**config.mk**
```make
export PLATFORM = sky130hd
export DESIGN_NAME = write_ptr_full_ctrl
export DESIGN_NICKNAME = d
export VERILOG_FILES = /design/src/rtl/write_ptr_full_ctrl.sv
export SDC_FILE = /design/constraint.sdc
export NUM_CORES = 1
export LEC_CHECK = 0
export CORE_ASPECT_RATIO = 1.1
export CORE_MARGIN = 1
export CORE_UTILIZATION = 40
export CTS_CLUSTER_SIZE = 40
export DETAILED_ROUTE_END_ITERATION = 6
export PLACE_DENSITY_LB_ADDON = 0.1
export RECOVER_POWER = 50
export SLEW_MARGIN = 20
export SYNTH_ARGS = -nofsm -noshare
export SYNTH_HDL_FRONTEND = slang
export SYNTH_SLANG_ARGS = --single-unit
```
**constraint.sdc**
```tcl
create_clock -name w_clk -period 2.85 [get_ports w_clk]
set_clock_uncertainty 0.2 [all_clocks]
set_input_delay 0.57 -clock w_clk [delete_from_list [all_inputs] [get_ports w_clk]]
set_output_delay 0.57 -clock w_clk [all_outputs]
set_load 0.02 [all_outputs]
```
**src/rtl/write_ptr_full_ctrl.sv**
```systemverilog
// Write-side pointer and flag control for an asynchronous FIFO.
// It keeps a binary and Gray write pointer and derives full, almost-full, level and overflow.
module write_ptr_full_ctrl #(
  parameter int unsigned ADDR_WIDTH = 5,
  parameter int unsigned AF_MARGIN  = 4
) (
  input  logic                  w_clk,
  input  logic                  rst,
  input  logic                  w_inc,
  input  logic [ADDR_WIDTH:0]   r_ptr_gray,
  input  logic                  ovf_clr,
  output logic                  Write_EN,
  output logic [ADDR_WIDTH-1:0] write_addr,
  output logic [ADDR_WIDTH:0]   w_ptr_gray,
  output logic                  full,
  output logic                  almost_full,
  output logic [ADDR_WIDTH:0]   w_level,
  output logic                  overflow
);

  localparam int unsigned PW       = ADDR_WIDTH + 1;
  localparam int unsigned DEPTH    = 2 ** ADDR_WIDTH;
  localparam int unsigned AF_LEVEL = DEPTH - AF_MARGIN;

  logic [PW-1:0] rq1, rq2;
  logic [PW-1:0] w_bin;
  logic [PW-1:0] w_bin_next, w_gray_next, r_bin_sync, level_next;
  logic          full_next, almost_full_next;

  function automatic logic [PW-1:0] gray2bin(input logic [PW-1:0] g);
    logic [PW-1:0] b;
    b[PW-1] = g[PW-1];
    for (int i = int'(PW) - 2; i >= 0; i--) begin
      b[i] = b[i+1] ^ g[i];
    end
    return b;
  endfunction

  // Push is gated by the registered full flag and by reset.
  assign Write_EN   = w_inc & ~full & ~rst;
  assign write_addr = w_bin[ADDR_WIDTH-1:0];

  always_comb begin
    w_bin_next       = w_bin + PW'(Write_EN);
    w_gray_next      = (w_bin_next >> 1) ^ w_bin_next;
    r_bin_sync       = gray2bin(rq2);
    level_next       = w_bin_next - r_bin_sync;
    // Full when the write pointer is exactly one lap ahead of the synchronized read pointer.
    full_next        = (w_gray_next == {~rq2[PW-1:PW-2], rq2[PW-3:0]});
    almost_full_next = (level_next >= PW'(AF_LEVEL));
  end

  always_ff @(posedge w_clk) begin
    if (rst) begin
      rq1         <= '0;
      rq2         <= '0;
      w_bin       <= '0;
      w_ptr_gray  <= '0;
      w_level     <= '0;
      full        <= 1'b0;
      almost_full <= 1'b0;
      overflow    <= 1'b0;
    end else begin
      rq1         <= r_ptr_gray;
      rq2         <= rq1;
      w_bin       <= w_bin_next;
      w_ptr_gray  <= w_gray_next;
      w_level     <= level_next;
      full        <= full_next;
      almost_full <= almost_full_next;
      // A new overflow event wins over a simultaneous clear.
      if (w_inc && full) begin
        overflow <= 1'b1;
      end else if (ovf_clr) begin
        overflow <= 1'b0;
      end
    end
  end

endmodule

```
==> impl_summary.log <==
[metrics] class of the most critical hold timing path: flop to flop
[metrics] Reg clk slew, reported paths: 0.09 ns
[metrics] share of the core filled with cells: 63.7%
[metrics] Synth Instances: 132
[metrics] post-DR vias/cell: roughly 4.3
[metrics] async set or reset register ratio after synthesis: 0%
[metrics] # diodes: 0
[metrics] TritonRoute pass-1 iters: 4
[metrics] Std-Cell Core Area: ~3300 um2
[metrics] arrival time of the worst setup path: between 2 and 3 ns
[metrics] area share of and/or/nand/nor cells after synthesis: approximately 17%
[metrics] die width: 58.1 um
[metrics] GPL Wtd Cong: around 0.75
[metrics] nets: 210
[metrics] max-slew violation total from the final report: 0
[metrics] initial antenna violation count: 0
[metrics] top-count cell post-synth: sky130_fd_sc_hd__dfxtp_1
[metrics] area of the mapped netlist: 1390 um2
[metrics] largest net degree at the start of global routing: 33
[metrics] sequential power share: between 40% and 50%
[metrics] DRC viols: 0
[metrics] data required time at the worst endpoint: approximately 2.9 ns
[metrics] endpoint kind of the worst setup timing path: flop
[metrics] clock net sink count: 32
[metrics] share of total power in the clock network: 25.1%
[metrics] number of standard cells in the final layout excluding fillers: between 200 and 250
[metrics] number of cells traversed by the worst register-to-register path: 13
[metrics] CTS tree: built
[metrics] combinational fraction of design power: around 28%
[metrics] buffer depth of the longest clock path: 2
[metrics] hold bufs inserted after CTS: 0
[metrics] pwr/cell area: between 400 and 500 nW/um2
[metrics] H-tree lvl count: 2
[metrics] total CTS buffers: 5
[metrics] least setup slack across all paths after layout: ~0.03 ns
[metrics] aggregate global routing overflow: 0
[metrics] post-route design area: 2120 um2
[metrics] placed cell count: 227
[metrics] setup repair after global routing missed its margin: yes
[metrics] overall global routing resource usage: 16.9%
[metrics] post-synthesis adder-cell area fraction: under 10%
[metrics] half-perimeter wire length after placement: 1900 um
[metrics] highest fanout seen on the critical path: 2
[metrics] total of endpoints with negative setup slack in the final report: 0
[metrics] sequential fraction of the synthesis area: 46.2%
[metrics] Post-Synth XOR/XNOR Area: 19.9%
[metrics] Top-Level Pins: 31
[metrics] setup slack at placement: -0.386 ns
[metrics] main combinational cell family by area after synthesis: XOR/XNOR gates
[metrics] overall power after layout: 1.06 mW
[metrics] Starting Density: 41.6%
[metrics] Synth-to-Final Area Change: 53.1%
[metrics] Warnings, synthesis: 0
[metrics] proportion of synthesized area in mux cells: 0.722%
[metrics] average wire per cell in the routed design: 10.9 um
[metrics] number of cells on the worst hold path: 1
[metrics] aggregate negative setup slack: 0 ns
[metrics] switching power: 293 uW
[metrics] VDD IR max: 0.353 mV
[metrics] CP Launch Type: flop
[metrics] final-layout worst hold slack: 0.238 ns
[metrics] die height: 63.7 um
[metrics] internal power: 767 uW
[metrics] cell taking the most area after synthesis: sky130_fd_sc_hd__dfxtp_1
[metrics] distinct cell type count of the synthesized netlist: 31
[metrics] number of nets produced by synthesis: 150
[metrics] via count of the routed design: 1031
[metrics] fraction of power spent switching nets: about 28%
[metrics] measured slew at the worst slew-check pin: 0.378 ns
[metrics] clock root buffer: sky130_fd_sc_hd__clkbuf_4
[metrics] count of max-cap constraint violations: 0
[metrics] static power due to leakage: slightly below 0.9 nW
[metrics] wire length of the first global-routing pass: 4590 um
[metrics] fraction of final layout cells with drive strength greater than 1: 29.5%
[metrics] synthesized area per cell: 10.5 um2
[metrics] post-synthesis register bit count: 32
[metrics] shortest period the worst path allows: 2.82 ns
[metrics] number of routed nets with antenna violations: 0
[metrics] total count of hold-check failures in the final report: 0
[metrics] total die area: 3710 um2
[metrics] final clock period utilization by the worst path: between 90% and 100%
[metrics] Final Routed Wirelength: 2630 um
[metrics] number of standard-cell rows in the floorplan: 22
[metrics] worst setup path class: flop to flop
[metrics] commonest register cell after synthesis: sky130_fd_sc_hd__dfxtp_1
[metrics] most area-consuming cells after synthesis: sky130_fd_sc_hd__dfxtp_1 (46%), sky130_fd_sc_hd__nor2b_1 (6.8%), sky130_fd_sc_hd__ha_1 (6.3%)
[metrics] Synth Area in Compound Gates: 5.23%
[metrics] number of DRC markers in iteration 0: 8
[metrics] Fmax: ~0.35 GHz
[metrics] clock insertion delay at the later pin of the skew report: 0.33 ns
[metrics] run status: completed
[metrics] vias in the first global route: about 1000
[metrics] post-synth top area share: between 40% and 50%
[metrics] number of synthesized flops with an enable pin: 0
[metrics] placement-stage cell area: around 1900 um2
[metrics] IO Port Bufs: 30
[metrics] synth cell count leaders: sky130_fd_sc_hd__dfxtp_1 (32), sky130_fd_sc_hd__nor2_1 (17), sky130_fd_sc_hd__nor2b_1 (15), sky130_fd_sc_hd__xnor2_1 (10), sky130_fd_sc_hd__xor2_1 (9)
[metrics] Slew headroom: 74.8%
[worst max-delay path: stages (launching register included)]
cell                      delay (ns)
sky130_fd_sc_hd__dfxtp_2        0.33
sky130_fd_sc_hd__xnor2_1        0.15
sky130_fd_sc_hd__buf_4          0.16
sky130_fd_sc_hd__xor2_4         0.20
sky130_fd_sc_hd__xor2_2         0.21
sky130_fd_sc_hd__xor2_2         0.20
sky130_fd_sc_hd__xnor2_1        0.15
sky130_fd_sc_hd__ha_2           0.22
sky130_fd_sc_hd__fa_2           0.21
sky130_fd_sc_hd__inv_1          0.04
sky130_fd_sc_hd__a21o_1         0.16
sky130_fd_sc_hd__a21oi_2        0.17
sky130_fd_sc_hd__xor2_2         0.19
sky130_fd_sc_hd__o22ai_1        0.10
[per-layer routing]
layer / GRT usage, % / up-vias / share of wire (%) / wire length [um]
met5: 0 / - / 0 / 0
met4: 8.93 / 0 / 2.4 / 62
met3: 6.07 / 5 / 4.7 / 124
met2: 26.4 / 25 / 49 / 1280
met1: 20.1 / 465 / 44 / 1160
li1: - / 536 / - / -
[logic make-up (layout without fill, tap and decap cells)]
family	Yosys count	in the layout
simple gates	45	45
flops	32	32
mux	1	1
fa+ha+maj	8	8
buf+inv	10	71
xor+xnor	25	25
compound gates	11	11
[power groups by stage]
stage / registers [mW] / clock network (mW) / logic (mW)
CTS: 0.495 / 0.281 / 0.294
floorplan: 0.536 / 0 / 0.121
detailed placement: 0.504 / 0 / 0.272
global route: 0.499 / 0.297 / 0.327
finish: 0.494 / 0.266 / 0.300
global placement: 0.503 / 0 / 0.267
[sequential cells by signal (all words and copies together) (netlist names)]
signal       flops
rq1              6
full             1
w_bin            5
w_ptr_gray       6
rq2              6
almost_full      1
w_level          6
overflow         1
[what timing repair did]
item,4_1_cts,5_1_grt
endpoints found under the setup margin,3,6
pin swaps,12,7
gates cloned,0,0
resized for setup,8,7
setup buffers,4,2
[worst paths after layout]
path | start | end | slack (ns)
worst min-delay path | rq1[5]$_SDFF_PP0_ | rq2[5]$_SDFF_PP0_ | 0.24
worst max register to register | rq2[4]$_SDFF_PP0_ | almost_full$_SDFF_PP0_ | 0.03
worst max-delay path | rq2[4]$_SDFF_PP0_ | almost_full$_SDFF_PP0_ | 0.03
worst min register to register | rq1[5]$_SDFF_PP0_ | rq2[5]$_SDFF_PP0_ | 0.24
[layout by cell type, fill, tap and decap left out, types with 2 or more instances in the layout]
master / instances
sky130_fd_sc_hd__dfxtp_1: 30
sky130_fd_sc_hd__clkdlybuf4s50_1: 28
sky130_fd_sc_hd__buf_4: 27
sky130_fd_sc_hd__nor2_1: 17
sky130_fd_sc_hd__nor2b_1: 15
sky130_fd_sc_hd__xnor2_1: 10
sky130_fd_sc_hd__xor2_1: 6
sky130_fd_sc_hd__xor2_2: 5
sky130_fd_sc_hd__inv_1: 5
sky130_fd_sc_hd__clkbuf_4: 5
sky130_fd_sc_hd__nand2_1: 3
sky130_fd_sc_hd__ha_4: 3
sky130_fd_sc_hd__xor2_4: 2
sky130_fd_sc_hd__a21oi_2: 2
sky130_fd_sc_hd__a21oi_1: 2
sky130_fd_sc_hd__xnor3_1: 2
sky130_fd_sc_hd__ha_1: 2
sky130_fd_sc_hd__ha_2: 2
sky130_fd_sc_hd__clkbuf_1: 2
sky130_fd_sc_hd__dfxtp_2: 2
[area by class of cell]
class,count,area (um2)
tap,48,60.1
timing repair buffer,57,504
multi-input combinational,90,833
clock buffer,8,58.8
sequential,32,643
fill,272,1210
inverter,6,22.5
(Power assumes the default switching activity.)
==> patch (config.mk and constraints unchanged) <==
`ADDR_WIDTH`: 5 -> 4.
--- a/src/rtl/write_ptr_full_ctrl.sv
+++ b/src/rtl/write_ptr_full_ctrl.sv
@@ -1,7 +1,7 @@
 // Write-side pointer and flag control for an asynchronous FIFO.
 // It keeps a binary and Gray write pointer and derives full, almost-full, level and overflow.
 module write_ptr_full_ctrl #(
-  parameter int unsigned ADDR_WIDTH = 5,
+  parameter int unsigned ADDR_WIDTH = 4,
   parameter int unsigned AF_MARGIN  = 4
 ) (
   input  logic                  w_clk,
Interface: changed (resized r_ptr_gray, w_level, w_ptr_gray and write_addr); port bits go from 31 to 27. No check against the original RTL was run, so the function may have changed too.
==> patch against the unedited design <==
Synthesized area down 22%; register-to-register slack better by 0.13 ns; synthesized cell count down 22%; combinational power down 29%; design area down 25%; worst setup slack better by 0.059 ns; maximum frequency up 2.1%; critical path depth down 9; global-route usage down 2.0 points; sequential power down 16%; routed wire length down 32%; sequential cell count down 5; total power down 26%; critical path type is now input port to output pin.
==> patch: results (changes against the unedited design) <==
[drt]
routed_wl_mm=1.78  ; was 2.63 mm
viasPerCell=4.49  ; was 4.28
firstDrtPassIters=3  ; was 4
wl_met1_um=729  ; was 1.16 mm
wl_met3_um=59  ; was 124 um
wl_met2_um=931  ; was 1.28 mm
drt_iter0_markers=20  ; was 8

[timing]
max_freq_ghz=0.362  ; was 0.355 GHz
max_slew_margin_pct=80.0  ; was 74.8%

[synth]
muxShareOfSynthArea_pct=0  ; was 0.722%
synth_fp_nets=120  ; was 150
yosysUniqueCellTypes=19  ; was 31
synth_xor_xnor_area_share_pct=17.5  ; was 19.9%
synth_area_leaders=dfxtp_1 (50%), xnor2_1 (8.9%), ha_1 (8.1%)  ; was dfxtp_1 (46%), nor2b_1 (6.8%), ha_1 (6.3%)
yosys.area_share.adder_pct=9.94  ; was 7.76%
synth_compound_area_share_pct=4.05  ; was 5.23%
ys_seq_area_share_pct=49.9  ; was 46.2%
synth_commonest_cells=dfxtp_1 (27), nor2_1 (13), nor2b_1 (12), xnor2_1 (11), ha_1 (7)  ; was dfxtp_1 (32), nor2_1 (17), nor2b_1 (15), xnor2_1 (10), xor2_1 (9)

[grt]
grt_pass1_vias=728  ; was 1001
grt_usage_pct=14.9  ; was 16.9%
use_met1_pct=17.0  ; was 20.1%
grt_max_degree=28  ; was 33
grt_pass1_wl_mm=3.11  ; was 4.59 mm
met2_usage_pct=25.2  ; was 26.4%
met3_usage_pct=2.44  ; was 6.07%

[finish]
drive_above_1_share_pct=19.4  ; was 29.5%
nets=162  ; was 210
fillers=228  ; was 272

[setup_path]
crit_path_start=rst  ; was rq2[4]$_SDFF_PP0_
reg2reg_setup_slack_ns=0.16  ; was 0.03 ns
crit_fanout=2  ; unchanged
worstPathArrival_ns=1.99  ; was 2.83 ns
reg2reg_depth=11  ; was 13

[power]
p_per_area_mw_per_mm2=498  ; was 500 mW/mm^2
p_seq_mw=0.416  ; was 0.494 mW
p_clk_share_pct=20.3  ; was 25.1%
p_leak_nw=0.635  ; was 0.873 nW
power.switching_mw=0.212  ; was 0.293 mW
peakVddDrop_v=0.000387  ; was 0.000353 V

[clocking]
clockRootBuffer=clkbuf_4  ; unchanged
clk_pin_slew_ns=0.13  ; was 0.09 ns
cts_setup_buffers=0  ; was 4
cts_resized=0  ; was 8
clk_path_buf_depth=2  ; unchanged
cts_buffers=3  ; was 5
cts_htree_levels=1  ; was 2

[placement]
pre_cts_ws_ns=-0.237  ; was -0.386 ns
place_congestion=0.728  ; was 0.747
place_hpwl_mm=1.39  ; was 1.90 mm
portBuffers=26  ; was 30
placed_area_mm2=0.00155  ; was 0.00194 mm^2

[hold_path]
min_path_cells=1  ; unchanged
hold_end=rq2[1]$_SDFF_PP0_  ; was rq2[5]$_SDFF_PP0_
hold_start=rq1[1]$_SDFF_PP0_  ; was rq1[5]$_SDFF_PP0_
hold_class=register to register  ; unchanged

[status]
status=completed  ; unchanged

-- patch: changes by cell type after synthesis, moves of 2 or more --
cell / change
xnor3_1: -2
nand2_1: -2
nand3_1: +2
o22ai_1: -2
xor2_1: -4
dfxtp_1: -5
nor2b_1: -3
nor2_1: -4
xor2_2: -2
-- patch: worst max path at each step --
stage / end / cells past startpoint
3_5_place_dp: almost_full$_SDFF_PP0_ / 11
2_1_floorplan: almost_full$_SDFF_PP0_ / 11
6_report: Write_EN / 4
5_1_grt: almost_full$_SDFF_PP0_ / 11
4_1_cts: Write_EN / 4
3_3_place_gp: almost_full$_SDFF_PP0_ / 11
-- patch: stage by stage --
stage / cells / hold WS [ns] / TNS, ns
4_1_cts: 175 / 0.258 / 0
6_report: 175 / 0.255 / 0
3_3_place_gp: 171 / 0.219 / -0.613
5_1_grt: 175 / 0.253 / -0.0175
3_5_place_dp: 171 / 0.228 / -0.709
2_1_floorplan: 103 / 0.214 / -0.0339
-- patch: cell type report --
cell class | count | area, um^2 | area share, %
clock buffers | 4 | 26.3 | 1.66
inverters | 6 | 22.5 | 1.42
multi-input cells | 67 | 589 | 37.2
flip-flops and latches | 27 | 541 | 34.2
well taps | 31 | 38.8 | 2.45
repair buffers | 40 | 365 | 23.1
-- patch: critical path: stages --
cell             delay [ns]
clkdlybuf4s50_1        0.49
nor3b_4                0.22
buf_4                  0.13
clkdlybuf4s50_1        0.59
-- patch: cells by family (layout without fill, tap and decap cells) --
logic type,count (synthesis),count (layout)
AND/OR/NAND/NOR,33,33
flip-flops,27,27
AO/OA/AOI/OAI,7,7
XOR/XNOR,19,19
adder cells (fa/ha/maj),8,8
buffers and inverters,9,50
